<file path="src/rtl/a2d_pkg.sv">
// Shared types and sizes for the A2D channel scanner.
package a2d_pkg;

  localparam int unsigned NUM_CH = 8;
  localparam int unsigned CH_W   = 3;
  localparam int unsigned IDX_W  = 4;
  localparam int unsigned RES_W  = 12;
  localparam int unsigned AVG_N  = 4;
  localparam int unsigned ACC_W  = 14;
  localparam int unsigned SAMP_W = $clog2(AVG_N);

  typedef enum logic [2:0] {
    ST_IDLE,
    ST_SELECT,
    ST_START,
    ST_WAIT_CMPLT,
    ST_GAP
  } scan_state_e;

  // Index of the channel after ch; 8 means "past the last channel".
  function automatic logic [IDX_W-1:0] next_idx(input logic [CH_W-1:0] ch);
    return IDX_W'(ch) + IDX_W'(1);
  endfunction

endpackage

</file>
<file path="src/rtl/a2d_ch_pick.sv">
// Finds the lowest enabled channel at or above ch_idx; found=0 when none remain.
module a2d_ch_pick
  import a2d_pkg::*;
(
  input  logic [NUM_CH-1:0] ch_mask,
  input  logic [IDX_W-1:0]  ch_idx,
  output logic              found,
  output logic [CH_W-1:0]   ch
);

  // Scan downward so the lowest qualifying channel is the last one written.
  always_comb begin
    found = 1'b0;
    ch    = '0;
    for (int i = NUM_CH - 1; i >= 0; i--) begin
      if (ch_mask[i] && (IDX_W'(i) >= ch_idx)) begin
        found = 1'b1;
        ch    = CH_W'(i);
      end
    end
  end

endmodule

</file>
<file path="src/rtl/a2d_scan_ctrl.sv">
// Autonomous A2D channel scanner with per-channel result/valid/err registers.
// Define A2D_SCAN_AVG_EN to convert each channel AVG_N times and store the average.
module a2d_scan_ctrl
  import a2d_pkg::*;
#(
  parameter int unsigned SCAN_GAP = 1000,
  parameter int unsigned TIMEOUT  = 2048
) (
  input  logic              clk,
  input  logic              rst_n,
  input  logic              scan_en,
  input  logic [NUM_CH-1:0] ch_mask,
  output logic              strt_cnv,
  output logic [CH_W-1:0]   chnnl,
  input  logic              cnv_cmplt,
  input  logic [RES_W-1:0]  res,
  input  logic [CH_W-1:0]   rd_ch,
  output logic [RES_W-1:0]  rd_data,
  output logic [NUM_CH-1:0] valid,
  output logic [NUM_CH-1:0] err,
  output logic              scan_done
);

  localparam int unsigned TMO_W = (TIMEOUT > 2) ? $clog2(TIMEOUT) : 1;
  localparam int unsigned GAP_W = (SCAN_GAP > 1) ? $clog2(SCAN_GAP + 1) : 1;

  scan_state_e      state;
  logic [IDX_W-1:0] ch_idx;
  logic [RES_W-1:0] result [NUM_CH];
  logic [TMO_W-1:0] tmo_cnt;
  logic [GAP_W-1:0] gap_cnt;
  logic             ran_any;
  logic             pick_found;
  logic [CH_W-1:0]  pick_ch;

`ifdef A2D_SCAN_AVG_EN
  logic [ACC_W-1:0]  acc;
  logic [SAMP_W-1:0] samp_cnt;
  logic [ACC_W-1:0]  acc_sum;

  assign acc_sum = acc + ACC_W'(res);
`endif

  a2d_ch_pick u_ch_pick (
    .ch_mask (ch_mask),
    .ch_idx  (ch_idx),
    .found   (pick_found),
    .ch      (pick_ch)
  );

  // A same-cycle write lands on the clock edge, so a concurrent read sees the old value.
  assign rd_data = result[rd_ch];

  // Scan sequencer, timers and result storage.
  always_ff @(posedge clk or negedge rst_n) begin
    if (!rst_n) begin
      state     <= ST_IDLE;
      ch_idx    <= '0;
      chnnl     <= '0;
      strt_cnv  <= 1'b0;
      scan_done <= 1'b0;
      valid     <= '0;
      err       <= '0;
      tmo_cnt   <= '0;
      gap_cnt   <= '0;
      ran_any   <= 1'b0;
      for (int i = 0; i < NUM_CH; i++) begin
        result[i] <= '0;
      end
`ifdef A2D_SCAN_AVG_EN
      acc      <= '0;
      samp_cnt <= '0;
`endif
    end else begin
      strt_cnv  <= 1'b0;
      scan_done <= 1'b0;

      unique case (state)
        ST_IDLE: begin
`ifdef A2D_SCAN_AVG_EN
          acc      <= '0;
          samp_cnt <= '0;
`endif
          if (scan_en) begin
            ch_idx  <= '0;
            ran_any <= 1'b0;
            state   <= ST_SELECT;
          end
        end

        ST_SELECT: begin
          if (!scan_en) begin
            state <= ST_IDLE;
          end else if (pick_found) begin
            chnnl    <= pick_ch;
            strt_cnv <= 1'b1;
            tmo_cnt  <= TMO_W'(TIMEOUT - 1);
            ran_any  <= 1'b1;
            state    <= ST_START;
          end else begin
            // An all-zero mask never starts a conversion, so no scan_done either.
            scan_done <= ran_any;
            gap_cnt   <= GAP_W'(SCAN_GAP);
            state     <= ST_GAP;
          end
        end

        ST_START: begin
          // The timeout window starts with the strt_cnv pulse itself.
          if (tmo_cnt != '0) begin
            tmo_cnt <= tmo_cnt - TMO_W'(1);
          end
          state <= scan_en ? ST_WAIT_CMPLT : ST_IDLE;
        end

        ST_WAIT_CMPLT: begin
          if (cnv_cmplt) begin
`ifdef A2D_SCAN_AVG_EN
            if (samp_cnt == SAMP_W'(AVG_N - 1)) begin
              result[chnnl] <= acc_sum[ACC_W-1 -: RES_W];
              valid[chnnl]  <= 1'b1;
              err[chnnl]    <= 1'b0;
              acc           <= '0;
              samp_cnt      <= '0;
              ch_idx        <= next_idx(chnnl);
              state         <= scan_en ? ST_SELECT : ST_IDLE;
            end else if (!scan_en) begin
              // Partial average is discarded; IDLE clears the accumulator.
              state <= ST_IDLE;
            end else begin
              acc      <= acc_sum;
              samp_cnt <= samp_cnt + SAMP_W'(1);
              strt_cnv <= 1'b1;
              tmo_cnt  <= TMO_W'(TIMEOUT - 1);
              state    <= ST_START;
            end
`else
            result[chnnl] <= res;
            valid[chnnl]  <= 1'b1;
            err[chnnl]    <= 1'b0;
            ch_idx        <= next_idx(chnnl);
            state         <= scan_en ? ST_SELECT : ST_IDLE;
`endif
          end else if (tmo_cnt == '0) begin
            err[chnnl]   <= 1'b1;
            valid[chnnl] <= 1'b0;
            ch_idx       <= next_idx(chnnl);
            state        <= scan_en ? ST_SELECT : ST_IDLE;
`ifdef A2D_SCAN_AVG_EN
            acc      <= '0;
            samp_cnt <= '0;
`endif
          end else begin
            tmo_cnt <= tmo_cnt - TMO_W'(1);
          end
        end

        ST_GAP: begin
          if (!scan_en) begin
            state <= ST_IDLE;
          end else if (gap_cnt == '0) begin
            ch_idx  <= '0;
            ran_any <= 1'b0;
            state   <= ST_SELECT;
          end else begin
            gap_cnt <= gap_cnt - GAP_W'(1);
          end
        end

        default: state <= ST_IDLE;
      endcase
    end
  end

endmodule

</file>
<file path="config.mk">
export PLATFORM = sky130hd
export DESIGN_NAME = a2d_scan_ctrl
export DESIGN_NICKNAME = d
export VERILOG_FILES = /design/src/rtl/a2d_pkg.sv /design/src/rtl/a2d_ch_pick.sv /design/src/rtl/a2d_scan_ctrl.sv
export SDC_FILE = /design/constraint.sdc
export NUM_CORES = 1
export LEC_CHECK = 0
export BUFFER_PORTS_ARGS = -buffer_cell sky130_fd_sc_hd__buf_2
export CORE_MARGIN = 2
export CORE_UTILIZATION = 54
export DETAILED_ROUTE_END_ITERATION = 12
export PLACE_DENSITY = 0.76
export SYNTH_ARGS = -nofsm -noshare
export SYNTH_HDL_FRONTEND = slang
export SYNTH_SLANG_ARGS = --single-unit
</file>
<file path="constraint.sdc">
create_clock -name clk -period 2.09 [get_ports clk]
set_input_delay 0.209 -clock clk [delete_from_list [all_inputs] [get_ports clk]]
set_output_delay 0.209 -clock clk [all_outputs]
set_load 0.01 [all_outputs]
</file>
After elaboration in Yosys (flattened, before gate mapping)

Cells that the tools add are included.

Add/sub/neg operators: 3
Multipliers: 0
Div/mod/pow operators: 0
Magnitude comparators: 13
Equal/unequal tests: 16
Shift operators: 0
Multiplexer cells: 67
Bitwise gates (word level): 7
Reductions and logical operators: 27

Operator list:

| operator                                                             | count |
|---|---|
| 96-bit bitwise mux                                                   | 1 |
| 11-bit 2-to-1 mux                                                    | 5 |
| 3-bit 2-to-1 mux                                                     | 15 |
| 10-bit 2-to-1 mux                                                    | 4 |
| 12-bit binary-select mux with 3-bit select                           | 1 |
| 12-bit demux with 3-bit select                                       | 1 |
| 12-bit 2-to-1 mux                                                    | 3 |
| 11-bit one-hot mux with 3 select lines                               | 1 |
| 8-bit 2-to-1 mux                                                     | 4 |
| 1-bit 2-to-1 mux                                                     | 21 |
| 4-bit 2-to-1 mux                                                     | 5 |
| 2-bit inequality test, second input constant                         | 10 |
| 10-bit one-hot mux with 2 select lines                               | 1 |
| 8-bit bitwise AND                                                    | 2 |
| 3-bit by 4-bit >= comparator with 1-bit output, first input constant | 4 |
| 8-bit bitwise OR                                                     | 2 |
| 3-bit one-hot mux with 5 select lines                                | 1 |
| 4-bit one-hot mux with 3 select lines                                | 1 |
| 6-bit AND reduction                                                  | 2 |
| 11-bit logical NOT                                                   | 1 |
| 11-bit nonzero test                                                  | 1 |
| 11-bit by 1-bit subtractor with 11-bit output, second input constant | 1 |
| 1-bit logical AND                                                    | 10 |
| 10-bit logical NOT                                                   | 1 |
| 23 further kinds                                                     | 35 |

Register bits after elaboration: 146
Bits in latches: 0
Bits in writable memories: 0
Bits in read-only memories: 0
Input port bits: 27
Output and inout port bits: 33
Memories: 0

Depth between registers and ports, before layout

Word-level depth: 13
Depth in mapped cells: 8
Gate-level depth less buffers: 7

Cells and area by module

From an unflattened synthesis, not the netlist that was laid out.

Cell total of the unflattened synthesis: 546
Area, all modules: 7028.0 um^2

Modules (own cells, without submodules):

| module        | instances | cells each | area an instance (um^2) |
|---|---|---|---|
| a2d_scan_ctrl | 1         | 508        | 6791.5 |
| a2d_ch_pick   | 1         | 38         | 236.5 |

Least setup slack after synthesis

No wires, ideal clock.

Path kind: reg2reg
Start: reg gap_cnt[0]
End: reg gap_cnt[8]
Setup time: 119 ps
Arrival time: 2080 ps
Required time: 1971 ps
Setup slack: -109 ps
Cell stages (with the launch flop): 9
Clock period less this slack: 2199 ps
Cells stage by stage: dfrtp_1 > inv_1 > ha_1 > or3b_2 > o31a_1 > o21ai_1 > nor3_1 > buf_2 > o21a_1

Longest elaborated chain between the ends: 4
Elaborated cells between the ends (all ways): 7
Those cells by class: 1 x add/sub; 1 x eq/ne; 3 x mux; 2 x reduce/logical

RTL lines:

| what                                          | line                 | RTL |
|---|---|---|
| start, declared                               | a2d_scan_ctrl.sv:31  | `logic [GAP_W-1:0] gap_cnt;` |
| start signal, assigned                        | a2d_scan_ctrl.sv:103 | `gap_cnt <= GAP_W'(SCAN_GAP);` |
| start signal, assigned                        | a2d_scan_ctrl.sv:166 | `gap_cnt <= gap_cnt - GAP_W'(1);` |
| 10-bit by 1-bit subtractor with 10-bit output | a2d_scan_ctrl.sv:166 |  |
| 10-bit 2-to-1 mux                             | a2d_scan_ctrl.sv:161 | `end else if (gap_cnt == '0) begin` |
| 10-bit 2-to-1 mux                             | a2d_scan_ctrl.sv:159 | `if (!scan_en) begin` |
| 10-bit one-hot mux with 2 select lines        | a2d_scan_ctrl.sv:78  | `unique case (state)` |

Several ways; a longest one is shown, not always the timed one. The select of a mux whose other input is x is not followed.
A chain may end at the register's enable or synchronous reset.

==> results.cfg <==
[run_status]
status = finished with violations
violations = negative setup slack

[layout]
num-fill-cells = 909
area_growth_pct = 23.3
nNetsFinal = 701
regArea_mm2 = 0.00365
multiInputGateArea_mm2 = 0.00327
diodes = 0
fin_area_mm2 = 0.00861
drive_gt1_share_pct = 43.4

[power_and_ir_drop]
power_switching_w = 0.00384
pwr_density_cell_mw_per_mm2 = 1340
ir_drop_uv = 801
power_w = 0.0115
clkPwrFrac_pct = 27.3
internal_power_w = 0.00769
p_seq_share_pct = 40.7
p_leak_nw = 4.00
swShare_pct = 33.3
p_comb_share_pct = 32.1

[logic_synthesis]
postSynth.asyncResetShare_pct = 100
synth-edff-count = 0
synthTopCellsByArea = dfrtp_1, mux2_2, mux4_2
yosys.area_share.simple_pct = 10.5
yosysSeqAreaShare_pct = 52.4
yosys_register_bits = 146
yosysMostFrequentCell = dfrtp_1
yosys.area.top_type = dfrtp_1
synth_area_per_cell_um2 = 12.3
synth_fa_ha_area_share_pct = 0.538
synth_flop_cell = dfrtp_1
ys_top_cells_by_count = dfrtp_1, mux2_2, nand2_1, nor2_1, mux4_2
synth_compound_area_share_pct = 9.92
yosysUniqueCellTypes = 54
synthesis.area_mm2 = 0.00698
synthCells = 568
synth_top_family_by_area = multiplexers
synth_xor_xnor_area_share_pct = 0.126
synth_nets = 598
ys.warnings.count = 0
synth_top_area_share_pct = 52.4
synth.area.mux_share_pct = 23.8

[worst_setup_path]
cp-end-kind = register
arrival_ps = 2530
crit_path_start_kind = register
crit_chain = inv_2 -> ha_4 -> or4b_4 -> nor4_2 -> o21bai_4 -> nor3_2 -> o22ai_1
crit_fanout = 7
cp.required_ps = 2380
critPathKind = reg -> reg
slowest_delay_ps = 470
slowest_stage = or4b_4

[detailed_routing]
drt-total-wl_um = 17200
route.met3.wl_um = 946
vias_per_cell = 6.07
dr_total_vias = 5196
detail-route-antenna-nets = 0
wl_met1_um = 7380
first_pass_iters = 6
dr_wl_met2_um = 8460
highest_layer = met4
route.detailed.drc = 0
drtIter0Drc = 386
wl_per_cell_um = 20.1

[placed_design]
dp_hpwl_um = 10700
post-place-ws_ps = -93.4
place_area_mm2 = 0.00784
numPortBuffers = 59
gp_congestion = 0.883

[floorplanning]
fp.dieArea_mm2 = 0.0138
start_util_pct = 55.3
rows = 41
die_y_um = 118
pin_count = 60
core-area_mm2 = 0.0126
die_w_um = 118

[sta]
relSlewSlack_pct = 63.1
finalMaxSlewViolations = 0
tightest_slew_ps = 552
final.setup.worst_slack_ps = -149
rsz0062_at_grt = true
finalCritPeriodShare_pct = 107
setup_viol = 29
fin_skew_ps = 12.2
period_minus_slack_ps = 2240
finalHoldViolations = 0
final.setup.tns_ps = -2260
max_freq_mhz = 447

[clock_tree]
clock_latency_ps = 430
h-tree-depth = 4
clk_pin_slew_ps = 70
cts_buffer_depth = 2
root_buffer = clkbuf_16
cts_sinks = 146
cts_buffers = 17
cts_tree = built

[grt]
grt_pass1_wl_um = 27600
grt_usage_pct = 25.4
grt_max_degree = 60
antenna_found_initial = 0
grt.overflow.total = 0
first_global_vias = 5369

[job]
drv_cap = 0

[min_path]
hp-class = in -> reg
final cells by class:
cell class	count	share of cell area, %
multi-input cells	377	38.0
inverters	18	0.785
well taps	172	2.50
clock inverters	13	2.02
repair buffers	111	9.23
flip-flops and latches	146	42.4
clock buffers	19	5.03
worst paths after layout:
check | startpoint | endpoint | slack [ps] | depth (start not counted)
max | tmo_cnt[0] | register | -150 | 7
min | res[8] | result[92] | 50 | 3
max reg2reg | tmo_cnt[0] | register | -150 | 7
min reg2reg | result[92] | result[92] | 480 | 2
max in group asynchronous | rst_n | gap_cnt[9] | 1130 | 3
min in group asynchronous | rst_n | result[6] | 270 | 2
worst max-delay path: cells and delay by family, from the launching register on:
family / cells / cell delay (ps)
AOI/OAI and AO/OA: 2 / 310
buffers and inverters: 1 / 100
and+or+nand+nor: 3 / 1160
DFF: 1 / 400
adders and majority gates: 1 / 140
layout by cell type (no fill, tap or decap), drive strengths merged, types with 7 or more instances in the layout:
cell / count
mux2: 97
a21oi: 15
a2bb2oi: 9
clkbuf: 19
dfrtp: 146
o21ai: 19
inv: 22
mux4: 24
buf: 110
nor2: 27
nand2: 62
or3: 7
o21a: 7
nor3: 19
a22o: 7
power by group through the flow:
| stage | combinational (W) | sequential (W) | clock (W) |
|---|---|---|---|
| 2_1_floorplan | 0.00233 | 0.00444 | 0 |
| 3_3_place_gp | 0.00332 | 0.00457 | 0 |
| 3_5_place_dp | 0.00347 | 0.00467 | 0 |
| 4_1_cts | 0.00357 | 0.00465 | 0.00317 |
| 5_1_grt | 0.00401 | 0.00481 | 0.00328 |
| 6_report | 0.00370 | 0.00469 | 0.00315 |
what timing repair did:
action	CTS	global route
setup buffers	3	3
gates resized for setup	7	21
pin swaps	3	13
hold buffers	1	0
setup endpoints to repair	26	69
endpoints found under the hold margin	43	0
layer usage:
layer | global-route usage, % | up-vias
met5 | 0 | -
met4 | 10.5 | 0
met3 | 5.52 | 40
met2 | 40.8 | 193
met1 | 33.9 | 2675
li1 | - | 2288
through the flow:
step / hold slack (ps) / utilization (%) / cells
final: 52.7 / 68.2 / 856
after global routing: 64.8 / 68.2 / 856
after CTS: 40.7 / 67.4 / 853
after detailed placement: 166 / 62.1 / 817
after global placement: 155 / 62.1 / 817
after floorplan: -86.6 / - / 568
logic make-up after synthesis:
| group | Yosys count |
|---|---|
| xor+xnor | 1 |
| mux | 124 |
| fa+ha+maj | 3 |
| buf+inv | 45 |
| flops | 146 |
| simple gates | 152 |
| compound gates | 97 |
No activity file was read; power rests on OpenSTA's default activity.
